### src/rtl/motor_pkg.sv
// Shared types and helpers for the multi-channel H-bridge PWM driver.
package motor_pkg;

   typedef enum logic [2:0] {
      IDLE  = 3'd0,
      RUN   = 3'd1,
      DEAD  = 3'd2,
      COOL  = 3'd3,
      FAULT = 3'd4
   } ch_state_e;

   localparam logic FWD = 1'b0;
   localparam logic REV = 1'b1;

   // Width able to hold max(a, b) - 1; never narrower than one bit.
   function automatic int clog2_max(input int a, input int b);
      int m;
      m = (a > b) ? a : b;
      if (m < 2) begin
         return 1;
      end else begin
         return $clog2(m);
      end
   endfunction

endpackage

### src/rtl/motor_channel_fsm.sv
// One H-bridge channel: duty latch, PWM compare, run/dead/cooldown/fault FSM
// and the registered leg pair.
module motor_channel_fsm
   import motor_pkg::*;
#(
   parameter int PWM_BITS        = 8,
   parameter int DEAD_CYCLES     = 1000,
   parameter int COOLDOWN_CYCLES = 100000,
   parameter int MAX_RETRY       = 3
) (
   input  logic                clk,
   input  logic                rst_n,
   input  logic [PWM_BITS-1:0] pwm_cnt_i,
   input  logic                period_start_i,
   input  logic [PWM_BITS-1:0] duty_i,
   input  logic                dir_i,
   input  logic                enable_i,
   input  logic                oc_i,
   input  logic                fault_clr_i,
   output logic [1:0]          in_o,
   output logic                fault_o,
   output logic                busy_o
);

   localparam int TMR_W = clog2_max(DEAD_CYCLES, COOLDOWN_CYCLES);
   localparam int RTY_W = (MAX_RETRY < 1) ? 1 : $clog2(MAX_RETRY + 1);
   localparam logic [TMR_W-1:0] DEAD_LOAD = TMR_W'(DEAD_CYCLES - 1);
   localparam logic [TMR_W-1:0] COOL_LOAD = TMR_W'(COOLDOWN_CYCLES - 1);
   localparam logic [RTY_W-1:0] RTY_MAX   = RTY_W'(MAX_RETRY);

   ch_state_e           state_q, state_d;
   logic [TMR_W-1:0]    timer_q, timer_d;
   logic [RTY_W-1:0]    retry_q, retry_d;
   logic                dir_lat_q, dir_lat_d;
   logic [PWM_BITS-1:0] duty_lat_q, duty_lat_d;
   logic [1:0]          in_q, in_d;
   logic                fault_q, fault_d;
   logic                busy_q, busy_d;
   logic                pwm_on;

   always_comb begin
      state_d   = state_q;
      timer_d   = timer_q;
      retry_d   = retry_q;
      dir_lat_d = dir_lat_q;
      pwm_on    = (pwm_cnt_i < duty_lat_q);

      // Duty only changes on the period boundary so a period never glitches.
      if (period_start_i) begin
         duty_lat_d = duty_i;
      end else begin
         duty_lat_d = duty_lat_q;
      end

      case (state_q)
         IDLE: begin
            if (enable_i) begin
               state_d   = RUN;
               dir_lat_d = dir_i;
            end else begin
               state_d = IDLE;
            end
         end
         RUN: begin
            if (oc_i) begin
               if (retry_q < RTY_MAX) begin
                  retry_d = retry_q + 1'b1;
                  timer_d = COOL_LOAD;
                  state_d = COOL;
               end else begin
                  state_d = FAULT;
               end
            end else if (!enable_i) begin
               state_d = IDLE;
               retry_d = '0;
            end else if (dir_i != dir_lat_q) begin
               timer_d = DEAD_LOAD;
               state_d = DEAD;
            end else begin
               state_d = RUN;
            end
         end
         DEAD, COOL: begin
            if (timer_q == '0) begin
               if (enable_i) begin
                  state_d   = RUN;
                  dir_lat_d = dir_i;
               end else begin
                  state_d = IDLE;
               end
            end else begin
               timer_d = timer_q - 1'b1;
            end
         end
         FAULT: begin
            if (fault_clr_i) begin
               state_d = IDLE;
               retry_d = '0;
            end else begin
               state_d = FAULT;
            end
         end
         default: begin
            state_d = IDLE;
         end
      endcase

      in_d = 2'b00;
      if (state_q == RUN) begin
         if (dir_lat_q) begin
            in_d[REV] = pwm_on;
         end else begin
            in_d[FWD] = pwm_on;
         end
      end else begin
         in_d = 2'b00;
      end
      busy_d  = (state_q == DEAD) || (state_q == COOL);
      fault_d = (state_q == FAULT);
   end

   always_ff @(posedge clk or negedge rst_n) begin
      if (!rst_n) begin
         state_q    <= IDLE;
         timer_q    <= '0;
         retry_q    <= '0;
         dir_lat_q  <= 1'b0;
         duty_lat_q <= '0;
         in_q       <= 2'b00;
         fault_q    <= 1'b0;
         busy_q     <= 1'b0;
      end else begin
         state_q    <= state_d;
         timer_q    <= timer_d;
         retry_q    <= retry_d;
         dir_lat_q  <= dir_lat_d;
         duty_lat_q <= duty_lat_d;
         in_q       <= in_d;
         fault_q    <= fault_d;
         busy_q     <= busy_d;
      end
   end

   assign in_o    = in_q;
   assign fault_o = fault_q;
   assign busy_o  = busy_q;

endmodule

### src/rtl/multi_motor_pwm_driver.sv
// N-channel H-bridge PWM driver: shared prescaler and PWM counter feeding
// one independent channel FSM per motor.
module multi_motor_pwm_driver
   import motor_pkg::*;
#(
   parameter int NUM_CH          = 2,
   parameter int PWM_BITS        = 8,
   parameter int PRESCALE        = 4,
   parameter int DEAD_CYCLES     = 1000,
   parameter int COOLDOWN_CYCLES = 100000,
   parameter int MAX_RETRY       = 3
) (
   input  logic                       clk,
   input  logic                       reset,
   input  logic [NUM_CH*PWM_BITS-1:0] duty_in,
   input  logic [NUM_CH-1:0]          dir_in,
   input  logic [NUM_CH-1:0]          enable,
   input  logic [NUM_CH-1:0]          oc_in,
   input  logic [NUM_CH-1:0]          fault_clr,
   output logic [2*NUM_CH-1:0]        IN,
   output logic [NUM_CH-1:0]          fault,
   output logic [NUM_CH-1:0]          busy
);

   localparam int PSC_W = (PRESCALE > 1) ? $clog2(PRESCALE) : 1;
   localparam logic [PSC_W-1:0] PSC_LAST = PSC_W'(PRESCALE - 1);

   logic [PSC_W-1:0]    presc_q, presc_d;
   logic [PWM_BITS-1:0] pwm_cnt_q, pwm_cnt_d;
   logic                tick;
   logic                period_start;

   assign tick         = (presc_q == PSC_LAST);
   assign period_start = tick && (pwm_cnt_q == {PWM_BITS{1'b1}});

   always_comb begin
      if (tick) begin
         presc_d   = '0;
         pwm_cnt_d = pwm_cnt_q + 1'b1;
      end else begin
         presc_d   = presc_q + 1'b1;
         pwm_cnt_d = pwm_cnt_q;
      end
   end

   always_ff @(posedge clk or negedge reset) begin
      if (!reset) begin
         presc_q   <= '0;
         pwm_cnt_q <= '0;
      end else begin
         presc_q   <= presc_d;
         pwm_cnt_q <= pwm_cnt_d;
      end
   end

   for (genvar k = 0; k < NUM_CH; k++) begin : g_ch
      motor_channel_fsm #(
         .PWM_BITS       (PWM_BITS),
         .DEAD_CYCLES    (DEAD_CYCLES),
         .COOLDOWN_CYCLES(COOLDOWN_CYCLES),
         .MAX_RETRY      (MAX_RETRY)
      ) u_ch (
         .clk           (clk),
         .rst_n         (reset),
         .pwm_cnt_i     (pwm_cnt_q),
         .period_start_i(period_start),
         .duty_i        (duty_in[k*PWM_BITS +: PWM_BITS]),
         .dir_i         (dir_in[k]),
         .enable_i      (enable[k]),
         .oc_i          (oc_in[k]),
         .fault_clr_i   (fault_clr[k]),
         .in_o          (IN[2*k +: 2]),
         .fault_o       (fault[k]),
         .busy_o        (busy[k])
      );
   end

endmodule
### config.mk
export PLATFORM = sky130hd
export DESIGN_NAME = multi_motor_pwm_driver
export DESIGN_NICKNAME = d
export VERILOG_FILES = /design/src/rtl/motor_pkg.sv /design/src/rtl/motor_channel_fsm.sv /design/src/rtl/multi_motor_pwm_driver.sv
export SDC_FILE = /design/constraint.sdc
export NUM_CORES = 1
export LEC_CHECK = 0
export BUFFER_PORTS_ARGS = -buffer_cell sky130_fd_sc_hd__clkbuf_2
export CORE_MARGIN = 10
export CORE_UTILIZATION = 67
export CTS_BUF_LIST = sky130_fd_sc_hd__clkbuf_8
export CTS_CLUSTER_SIZE = 24
export DETAILED_ROUTE_END_ITERATION = 16
export GPL_TIMING_DRIVEN = 0
export PLACE_DENSITY = 0.9
export SETUP_SLACK_MARGIN = 0.02
export SLEW_MARGIN = 30
export SYNTH_ARGS = -nofsm -noshare
export SYNTH_HDL_FRONTEND = slang
export SYNTH_SLANG_ARGS = --single-unit
### constraint.sdc
create_clock -name clk -period 6.05 [get_ports clk]
set_input_delay 0.3025 -clock clk [delete_from_list [all_inputs] [get_ports clk]]
set_output_delay 0.3025 -clock clk [all_outputs]
set_load 0.005 [all_outputs]
==> out/metrics.yaml <==
outcome: "finished, final reports clean"
final_antenna_net_count: 0
setup_tns_ns: 0
yosysTopAreaCell: "dfrtp_1"
num_antenna_cells: 0
synth_edf_count: 0
min_period_ns: 2.27
cts_buffer_depth: 2
num_rows: 28
synth_area_sq_um: 4240
slew_headroom_pct: 58.8
use_met2_pct: 33.5
reg2reg_to: "g_ch[0].u_ch.timer_q[4]$_DFFE_PN0P_"
setup_viol: 0
critPathArrivalTime_ns: 2.50
timing.rr.start: "g_ch[0].u_ch.timer_q[0]$_DFFE_PN0P_"
grt-ovfl-total: 0
grt_start_max_net_pins: 81
grt_pass1_vias: 3474
hold-worst-slack_ns: 0.157
start_util_pct: 70.3
irDropWorstVdd_v: 0.000272
die_w_microns: 99.5
ys_ff_latch: 80
fp.coreArea_sq_um: 6030
finClkSkew_ns: 0.00725
hp-class: "in2reg"
tightest_slew_ns: 0.618
syn_nets: 485
numPortBuffers: 33
rsz0062_at_grt: "false"
cts.htree.levels: 3
filler_cell_count: 385
cp_max_fo: 10
clock_latency_ns: 0.35
timing.fmax_mhz: 440
grt_use_met1_pct: 23.0
avgSynthCellArea_sq_um: 9.65
drc: 0
area_growth_pct: 12.2
die-area_sq_um: 9900
fin_crit_sh_pct: 37.6
worstSetupEndpointType: "flop"
top_usage_layer: "met2"
grt_util_met3_pct: 4.29
final_cell_mix: "dfrtp_1, nand2_1, nor2_1"
final_common_cell: "dfrtp_1"
hold_viol: 0
nets: 530
synth_top_area_share_pct: 47.3
p_leak_nw: 2.21
cts_made_buffers: 9
min_path_cells: 3
cts_sinks: 80
ys_async_sr_fraction_pct: 100
drive_gt1_share_pct: 15.7
synth_cell_type_count: 64
routabilityCongestion: 0.863
clk_pin_slew_ns: 0.08
p_per_area_nw_per_um2: 390
ys_top_cells_by_area: "dfrtp_1, ha_1, o21ai_0, nand2_1, nor2_1"
hold_path_end: "g_ch[1].u_ch.duty_lat_q[2]$_DFFE_PN0P_"
min_from: "duty_in[10]"
die_height_microns: 99.5
crit_required_ns: 6.27
drt-vias-per-instance: 6.19
synthFlopType: "dfrtp_1"
wl_per_cell_microns: 16.4
r2r_slack_ns: 3.78
ys.warnings.count: 0
critPathKind: "reg2reg"
antenna_found_initial: 0
pre_cts_slack_ns: 3.85
design_area_sq_um: 4750
post_dp_cell_area_sq_um: 4500
rr_worst_depth: 9
grt_usage_pct: 19.3
cts_resized: 0
finalWirelength_mm: 9.26
maxSlewViolCount: 0
hpwlAfterDp_mm: 6.48
ys_seq_area_share_pct: 47.3
io_pins: 34
first_iter_violations: 273
num_vias: 3492
grt_pass1_wl_mm: 16.0
final.setup.worst_slack_ns: 3.78
maxCapViolCount: 0
startpoint_type: "flop"
syn_inst: 439
cts_tree: "yes"
dr.pass1.iters: 5
root_buffer: "clkbuf_8"
-- through the flow --
stage	utilization (%)	power, mW	cells
after floorplan	-	1.23	439
after global placement	74.6	1.35	547
after detailed placement	74.7	1.39	547
after CTS	78.9	1.85	564
after global routing	78.9	1.97	564
final	78.9	1.86	564
-- state kept, by name, indices dropped and copies added (netlist names) --
register,flops
g_ch.u_ch.in_o,4
g_ch.u_ch.fault_o,2
g_ch.u_ch.retry_q,4
g_ch.u_ch.timer_q,34
pwm_cnt_q,8
g_ch.u_ch.duty_lat_q,16
g_ch.u_ch.dir_lat_q,2
g_ch.u_ch.state_q,6
presc_q,2
g_ch.u_ch.busy_o,2
-- metal layers --
layer / wire [microns] / share of wire, % / up-vias
met3: 537 / 5.8 / 11
met5: 0 / 0 / -
met2: 4770 / 52 / 138
met1: 3840 / 42 / 1686
met4: 110 / 1.2 / 0
li1: - / - / 1657
-- cell families after synthesis --
kind of cell	Yosys count	share of synthesized area, %
buf+inv	50	5.08
fa+ha+maj	20	5.91
mux	10	2.54
flops	80	47.3
simple gates	157	20.1
xor+xnor	13	2.69
compound gates	109	16.4
-- cell usage after synthesis, types with 6 or more instances --
cell,instances
a21oi_1,25
clkbuf_1,11
dfrtp_1,80
ha_1,20
inv_1,29
nand2_1,45
nand3_1,12
nor2_1,36
nor2b_1,8
nor3_1,10
nor4_1,8
o21ai_0,35
xnor2_1,6
xor2_1,7
-- report_power, final --
group	internal [mW]	switching (mW)	total (mW)	leakage [nW]
combinational	0.252	0.323	0.575	1.17
clock	0.266	0.190	0.456	0.115
sequential	0.671	0.154	0.825	0.926
total	1.19	0.667	1.86	2.21
-- worst max-delay path, stage by stage, from the launching register on --
cell     delay (ns)
dfrtp_1        0.41
inv_1          0.07
ha_1           0.24
nor4b_2        0.37
a41oi_1        0.27
nor2_1         0.25
inv_1          0.10
buf_2          0.20
a21oi_1        0.18
a21oi_1        0.07
-- what timing repair did --
action | in CTS | in global routing
endpoints found under the setup margin | 0 | 0
buffers inserted | 0 | 0
hold buffers | 1 | 0
endpoints found under the hold margin | 26 | 0
-- worst max-delay path by stage --
stage	from	to	slack, ns
2_1_floorplan	g_ch[1].u_ch.timer_q[0]$_DFFE_PN0P_	g_ch[1].u_ch.dir_lat_q$_DFFE_PN0P_	4.05
3_3_place_gp	g_ch[1].u_ch.timer_q[0]$_DFFE_PN0P_	g_ch[1].u_ch.timer_q[3]$_DFFE_PN0P_	3.85
3_5_place_dp	g_ch[1].u_ch.timer_q[0]$_DFFE_PN0P_	g_ch[1].u_ch.timer_q[3]$_DFFE_PN0P_	3.85
4_1_cts	g_ch[0].u_ch.timer_q[0]$_DFFE_PN0P_	g_ch[0].u_ch.timer_q[4]$_DFFE_PN0P_	3.80
5_1_grt	g_ch[1].u_ch.timer_q[0]$_DFFE_PN0P_	g_ch[1].u_ch.timer_q[3]$_DFFE_PN0P_	3.53
6_report	g_ch[0].u_ch.timer_q[0]$_DFFE_PN0P_	g_ch[0].u_ch.timer_q[4]$_DFFE_PN0P_	3.78
-- final cells by class --
cell class / count / area (sq um) / area share [%]
plain buffers: 21 / 106 / 2.24
clock buffers: 12 / 165 / 3.47
clock inverters: 4 / 75.1 / 1.58
inverters: 29 / 109 / 2.29
multi-input cells: 309 / 2020 / 42.5
flip-flops and latches: 80 / 2000 / 42.1
well taps: 75 / 93.8 / 1.97
repair buffers: 34 / 184 / 3.87
(Power assumes the default switching activity.)
